[src/rtl/cache_mem_arbiter.sv]
// Shares one word-serial memory port between the I-cache (port 0) and D-cache (port 1),
// breaking each line refill or writeback into WORDS_PER_LINE single-word transactions.
module cache_mem_arbiter #(
    parameter int unsigned BYTES_PER_LINE = 64,
    parameter int unsigned OFFSET_WIDTH   = $clog2(BYTES_PER_LINE),
    parameter int unsigned WORDS_PER_LINE = BYTES_PER_LINE / 4,
    parameter int unsigned LINE_WIDTH     = WORDS_PER_LINE * 32
) (
    input  logic                    clk_g,
    input  logic                    resetn,

    input  logic [1:0]              rd_req,
    input  logic [63:0]             rd_addr,
    output logic [1:0]              rd_rdy,
    output logic [1:0]              ret_valid,
    output logic [1:0]              ret_last,
    output logic [31:0]             ret_data,

    input  logic [1:0]              wr_req,
    input  logic [63:0]             wr_addr,
    input  logic [2*LINE_WIDTH-1:0] wr_data,
    output logic [1:0]              wr_rdy,

    output logic                    mem_req,
    output logic                    mem_wr,
    output logic [31:0]             mem_addr,
    output logic [31:0]             mem_wdata,
    output logic [3:0]              mem_wstrb,
    input  logic                    mem_addr_ok,
    input  logic                    mem_data_ok,
    input  logic [31:0]             mem_rdata
);

    localparam int unsigned   CW          = OFFSET_WIDTH - 2;
    localparam logic [CW-1:0] LAST_BEAT   = CW'(WORDS_PER_LINE - 1);
    localparam logic [31:0]   OFFSET_MASK = 32'((64'd1 << OFFSET_WIDTH) - 64'd1);

    typedef enum logic [2:0] {
        IDLE,
        RD_ADDR,
        RD_DATA,
        WR_ADDR,
        WR_DATA
    } state_e;

    state_e                state_q, state_d;
    logic                  owner_q, owner_d;
    logic                  rw_q, rw_d;
    logic                  rr_q, rr_d;
    logic [31:0]           base_q, base_d;
    logic [CW-1:0]         cnt_q, cnt_d;
    logic [LINE_WIDTH-1:0] line_q, line_d;

    logic                  grant_vld;
    logic                  grant_wr;
    logic                  grant_port;
    logic [63:0]           grant_addr_pair;
    logic [31:0]           grant_addr;
    logic [31:0]           beat_addr;
    logic [31:0]           beat_wdata;

    // Writebacks (port 1 first) always beat refills; refill ties alternate via rr.
    always_comb begin
        grant_vld  = 1'b1;
        grant_wr   = 1'b0;
        grant_port = 1'b0;
        if (wr_req[1]) begin
            grant_wr   = 1'b1;
            grant_port = 1'b1;
        end else if (wr_req[0]) begin
            grant_wr   = 1'b1;
            grant_port = 1'b0;
        end else if (&rd_req) begin
            grant_port = ~rr_q;
        end else if (rd_req[0]) begin
            grant_port = 1'b0;
        end else if (rd_req[1]) begin
            grant_port = 1'b1;
        end else begin
            grant_vld  = 1'b0;
        end
    end

    assign grant_addr_pair = grant_wr ? wr_addr : rd_addr;
    assign grant_addr      = grant_port ? grant_addr_pair[63:32] : grant_addr_pair[31:0];

    // OR rather than add so the beat offset can never carry into the index/tag bits.
    assign beat_addr  = base_q | {{(32-OFFSET_WIDTH){1'b0}}, cnt_q, 2'b00};
    assign beat_wdata = line_q[{cnt_q, 5'b00000} +: 32];

    always_comb begin
        state_d   = state_q;
        owner_d   = owner_q;
        rw_d      = rw_q;
        rr_d      = rr_q;
        base_d    = base_q;
        cnt_d     = cnt_q;
        line_d    = line_q;
        rd_rdy    = '0;
        wr_rdy    = '0;
        ret_valid = '0;
        ret_last  = '0;
        ret_data  = '0;
        mem_req   = 1'b0;
        mem_wr    = 1'b0;
        mem_addr  = '0;
        mem_wdata = '0;
        mem_wstrb = '0;

        if (resetn) begin
            unique case (state_q)
                IDLE: begin
                    if (grant_vld) begin
                        if (grant_wr) begin
                            wr_rdy[grant_port] = 1'b1;
                            line_d  = grant_port ? wr_data[2*LINE_WIDTH-1:LINE_WIDTH]
                                                 : wr_data[LINE_WIDTH-1:0];
                            state_d = WR_ADDR;
                        end else begin
                            rd_rdy[grant_port] = 1'b1;
                            rr_d    = grant_port;
                            state_d = RD_ADDR;
                        end
                        owner_d = grant_port;
                        rw_d    = grant_wr;
                        base_d  = grant_addr & ~OFFSET_MASK;
                        cnt_d   = '0;
                    end
                end

                RD_ADDR, WR_ADDR: begin
                    mem_req   = 1'b1;
                    mem_wr    = rw_q;
                    mem_addr  = beat_addr;
                    mem_wdata = rw_q ? beat_wdata : '0;
                    mem_wstrb = rw_q ? '1 : '0;
                    if (mem_addr_ok) begin
                        state_d = rw_q ? WR_DATA : RD_DATA;
                    end
                end

                RD_DATA, WR_DATA: begin
                    if (!rw_q) begin
                        ret_valid[owner_q] = mem_data_ok;
                        ret_last[owner_q]  = mem_data_ok && (cnt_q == LAST_BEAT);
                        ret_data           = mem_rdata;
                    end
                    if (mem_data_ok) begin
                        if (cnt_q == LAST_BEAT) begin
                            state_d = IDLE;
                        end else begin
                            cnt_d   = cnt_q + 1'b1;
                            state_d = rw_q ? WR_ADDR : RD_ADDR;
                        end
                    end
                end

                default: state_d = IDLE;
            endcase
        end
    end

    always_ff @(posedge clk_g) begin
        if (!resetn) begin
            state_q <= IDLE;
            owner_q <= 1'b0;
            rw_q    <= 1'b0;
            rr_q    <= 1'b1;
            base_q  <= '0;
            cnt_q   <= '0;
            line_q  <= '0;
        end else begin
            state_q <= state_d;
            owner_q <= owner_d;
            rw_q    <= rw_d;
            rr_q    <= rr_d;
            base_q  <= base_d;
            cnt_q   <= cnt_d;
            line_q  <= line_d;
        end
    end

endmodule

[config.mk]
export PLATFORM = sky130hd
export DESIGN_NAME = cache_mem_arbiter
export DESIGN_NICKNAME = d
export VERILOG_FILES = /design/src/rtl/cache_mem_arbiter.sv
export SDC_FILE = /design/constraint.sdc
export NUM_CORES = 2
export LEC_CHECK = 0
export CORE_AREA = 5 5 498 500
export DETAILED_ROUTE_END_ITERATION = 7
export DIE_AREA = 0 0 503 505
export GPL_ROUTABILITY_DRIVEN = 0
export SLEW_MARGIN = 0
export SYNTH_ARGS = -nofsm -noshare
export SYNTH_HDL_FRONTEND = slang
export SYNTH_SLANG_ARGS = --single-unit
export TNS_END_PERCENT = 30
[constraint.sdc]
create_clock -name clk_g -period 2.7 [get_ports clk_g]
set_input_delay 0.675 -clock clk_g [delete_from_list [all_inputs] [get_ports clk_g]]
set_output_delay 0.675 -clock clk_g [all_outputs]
set_load 0.02 [all_outputs]
# After elaboration in Yosys (flattened, before gate mapping)

Index checks and enable logic that the tools add are counted.

Register bits after elaboration: 548
Input bits: 1192
Output and inout port bits: 110
Logic and storage cells: 99

Add/subtract/negate cells: 1
$lt $le $gt $ge: 4
Eq/ne operators: 9
Shift operators: 1
Multiplexer cells: 59
Bitwise operators: 5
Reduce and logical (&&, ||, !) cells: 13

Operators by type and width:

| operator                                                   | number |
|---|---|
| two-way mux 512 bit                                        | 1 |
| variable part select 512 x 10 -> 32 bit                    | 1 |
| two-way mux 32 bit                                         | 9 |
| two-way mux 64 bit                                         | 1 |
| two-way mux 2 bit                                          | 17 |
| OR 32 x 6 -> 32 bit                                        | 1 |
| two-way mux 4 bit                                          | 6 |
| two-way mux 1 bit                                          | 17 |
| two-way mux 3 bit                                          | 4 |
| case mux 3 bit (3 select lines)                            | 1 |
| AND reduction 3 bit                                        | 3 |
| != test 2 bit, second input constant                       | 4 |
| case mux 4 bit (2 select lines)                            | 1 |
| equality test 3 x 2 -> 1 bit, second input constant        | 2 |
| adder 4 x 1 -> 4 bit, second input constant                | 1 |
| bitwise AND 2 bit                                          | 2 |
| equality test 4 bit, second input constant                 | 1 |
| less-than comparator 1 x 2 -> 1 bit, second input constant | 2 |
| AND reduction 2 bit                                        | 2 |
| AND reduction 4 bit                                        | 1 |
| OR reduction 2 bit                                         | 2 |
| equality test 3 x 1 -> 1 bit, second input constant        | 1 |
| equality test 3 bit, second input constant                 | 1 |
| logical AND 1 bit                                          | 3 |
| 5 further kinds                                            | 8 |

# Logic depth before layout (Yosys ltp)

Depth in word-level cells: 13
Gate-level depth with buffers: 8
Mapped depth without buffers: 5

# Least setup slack after synthesis

Ideal clock, no wire load.

Kind: input port to output port
Start point: input port resetn
End point: output port mem_wdata[10]
Data arrival time: 1.869 ns
Required time: 2.025 ns
Slack: 0.156 ns
Cell stages on the path: 4
Cells stage by stage: nand4b_1 or2_2 clkbuf_1 o21ai_0

Cells in the longest elaborated chain, start to end: 1

Ends and longest elaborated chain:

| element            | RTL line | text |
|---|---|---|
| start, declared    | 10       | `input logic resetn,` |
| two-way mux 32 bit | 110      | `if (resetn) begin` |
| end, declared      | 27       | `output logic [31:0] mem_wdata,` |

Every way passes these cells.

# Worst setup path in the final report

Start point: register cnt_q[0]
End point: output port mem_wdata[10]

Cells in the longest elaborated chain, start to end: 4

Ends and longest elaborated chain:

| element                                 | RTL line | text |
|---|---|---|
| start, declared                         | 51       | `logic [CW-1:0] cnt_q, cnt_d;` |
| start signal, assigned                  | 178      | `cnt_q <= cnt_d;` |
| variable part select 512 x 10 -> 32 bit | 89       | `assign beat_wdata = line_q[{cnt_q, 5'b00000} +: 32];` |
| two-way mux 32 bit                      | 135      | `mem_wdata = rw_q ? beat_wdata : '0;` |
| two-way mux 32 bit                      | 111      | `unique case (state_q)` |
| two-way mux 32 bit                      | 110      |  |

Every way passes these cells.

==> run summary <==
Status: complete, but fails checks
Violated checks: negative setup slack
Multi-input combinational cell area: 15600 um2
Crit path time final: 3610 ps
Post-Syn Instances: 3367
Post-Synth Adder-Cell Area: 0.0816%
Sw power: 15.0 mW
Initial antenna violation count: 296
Pins Over Slew Limit: 0
Register area share after synthesis: 39.7%
Synth Warn #: 0
Grt ovf: 0
Max-cap violations: 0
Main area contributors after synthesis: dfxtp_1 40%, nand2_1 14%, mux4_2 13%, a31oi_1 12%, o21ai_0 9.9%
Worst-skew pair later-pin latency: 690 ps
Via count: 34100
Flops & latches, synth: 548
Die Span X: 503 um
Antenna viol nets, final: 0
Pre-CTS setup slack: -937 ps
Critical path, cell by cell: buf_12, buf_16, mux4_2, a22oi_2, o21ai_2, buf_12
Tot GR Track Use: 18.4%
Crit path DAT: 2940 ps
Dpl cells: 7722
Int Power: 24.8 mW
Main combinational cell family by area after synthesis: compound AO/OA/AOI/OAI gates
I/O pins: 1302
Tcrit/Tclk final: 134%
Crit-path slowest cell: mux4_2
Post-layout util: 20.5%
CTS sink count: 548
Post-synth top area cell: dfxtp_1
Hold violation count in the final report: 0
Worst Tran Pin Value: 1230 ps
Comb power frac: 40.4%
Mux cell area share after synthesis: 13.8%
Commonest non-fill, non-tap cell in the layout: clkdlybuf4s50_1
Area grow syn2layout: 80.4%
Syn_area_per_cell: 8.20 um2
Critical path's most frequent cell: buf_12
Synthesized cell area: 27600 um2
Worst Path Max Fanout: 3
Buffers and inverters on the worst path: 3
Drt total wl: 246000 um
Area share of the largest cell type after synthesis: 39.7%
Ratio of cells with drive above 1 in the final layout: 16.9%
Power Density: 798 nW/um2
Flop pwr share: 33.7%
First-pass DRT Iterations: 6
Total CTS buffers: 71
Clk buf depth: 3
R2R depth: 11
Initial core utilization: 11.4%
# fillers: 26800
Root Buffer: clkbuf_16
Power share of the clock group: 25.9%
Hold Crit Class: in -> reg
Finished Cell Area: 49800 um2
Sequential Area: 11000 um2
Cell row count: 181
RSZ-0062 raised after global routing: yes
Die height: 505 um
Vias per cell: 4.27
Compound-cell area share of the yosys netlist: 23.5%
Final setup vio count: 38
Most frequent cells in the layout: 1162 x clkdlybuf4s50_1, 1030 x nand2_1, 542 x dfxtp_1
Placed cell area: 45700 um2
Core area: 243000 um2
WP depth: 6
Synth unique cells: 48
Worst path top cell family by delay: compound AO/OA/AOI/OAI gates
Synth Area in Simple Gates: 16.4%
Required time of the critical path: 2030 ps
Number of global-route vias before repair: 33300
Xor/xnor cell area share of the yosys netlist: 0.127%
TritonCTS clock tree: done
Hpwl dp: 210000 um
Die footprint: 254000 um2
Hold_ws: 372 ps
CP Capture Type: primary output
Setup ws final: -911 ps
Initial drt markers: 3483
Lkg Pwr: 18.0 nW
Worst slew margin: 17.9%
Residual DRC: 0
Cts-stage hold buffer count: 0
Routed length per placed instance: 30.8 um
Number of H-tree levels: 3
Critical Path Max Stage Delay: 660 ps
Clk slew on worst S/H paths: 60 ps
Clock Skews: 41.8 ps
Port Buffers: 1275
Sw Share: 37.7%
First-pass GRT wire length: 314000 um
Max VDD drop: 416 uV
Kind of launch point of the worst setup path: register
Fmax: 0.277 GHz
CP Class: reg -> out
Pin count of the biggest net entering global routing: 170
Fin cells: 7998
Nets: 5848
Hold depth: 3
[power groups by stage]
| stage | combinational, mW | sequential, mW | clock, mW |
|---|---|---|---|
| global placement | 15.1 | 13.3 | 0 |
| global route | 17.4 | 13.6 | 10.9 |
| floorplan | 7.90 | 12.2 | 0 |
| detailed placement | 15.3 | 13.4 | 0 |
| CTS | 16.0 | 13.3 | 10.6 |
| finish | 16.1 | 13.4 | 10.3 |
[synthesized netlist by cell type (all sizes together)]
cell,count
dfxtp,548
nand2b,3
nor3,3
nor4,2
inv,4
a22oi,32
or3,1
nand3,1
o211ai,1
o41a,1
xnor2,3
or2,1
ha,1
o21ai,547
o41ai,1
conb,1
maj3,1
and3,8
nand4b,1
mux2i,35
nor2,10
clkbuf,178
nor4b,2
nor3b,4
xor2,1
buf,180
a21oi,3
a31oi,514
a22o,26
a31o,1
or4,1
nor2b,2
nand2,1031
mux4,154
o32ai,1
and2,64
[state kept, by name, indices dropped and copies added, names as in the netlist]
signal	flops
rr_q	1
rw_q	1
cnt_q	4
owner_q	1
base_q	26
state_q	3
line_q	512
[metrics by stage]
stage	TNS (ps)	total power [mW]
after floorplan	0	20.1
after global placement	-291390	28.4
after detailed placement	-279460	28.7
after CTS	-30570	39.9
after global routing	-31690	41.9
final	-24910	39.7
[kinds of logic (layout without fill, tap and decap cells)]
logic type | Yosys count | after routing
AO/OA/AOI/OAI | 1127 | 1127
XOR/XNOR | 4 | 4
adder cells (fa/ha/maj) | 2 | 2
buffers and inverters | 362 | 1704
flip-flops | 548 | 548
multiplexers | 189 | 189
other | 1 | 88
AND/OR/NAND/NOR | 1134 | 1134
[worst min-delay path: stages]
cell	delay (ps)
buf_8	120
nand2b_4	80
o32ai_1	100
[final cells by class]
| type | instances | area share (%) |
|---|---|---|
| clock buffers | 101 | 4.20 |
| inverters | 4 | 0.0352 |
| diodes | 86 | 0.432 |
| well taps | 3202 | 8.04 |
| multi-input cells | 2458 | 31.2 |
| flip-flops and latches | 548 | 22.1 |
| clock inverters | 27 | 0.746 |
| repair buffers | 1572 | 33.3 |
[routing by layer]
metal  wire length (um)  global-route usage, %  up-vias
met3              32100                   9.01      669
met2             109000                   29.5     2262
met5               1330                      0        -
met1              91000                   20.9    16200
met4              12800                   7.62      204
li1                   -                      -    14800
[worst paths after layout]
path	from	endpoint	slack (ps)
max reg2reg	cnt_q[0]$_SDFFE_PN0P_	cnt_q[1]$_SDFFE_PN0P_	410
min	resetn	state_q[0]$_SDFFE_PN0P_	370
min reg2reg	base_q[13]$_SDFFE_PN0P_	base_q[13]$_SDFFE_PN0P_	470
max	cnt_q[0]$_SDFFE_PN0P_	mem_wdata[10]	-910
[what timing repair did]
item                       4_1_cts  5_1_grt
pin swaps                       18       17
setup endpoints to repair      108       94
resized for setup              435       95
gates cloned                     2        3
buffers inserted                36       28
No activity file was read; power rests on OpenSTA's default activity.
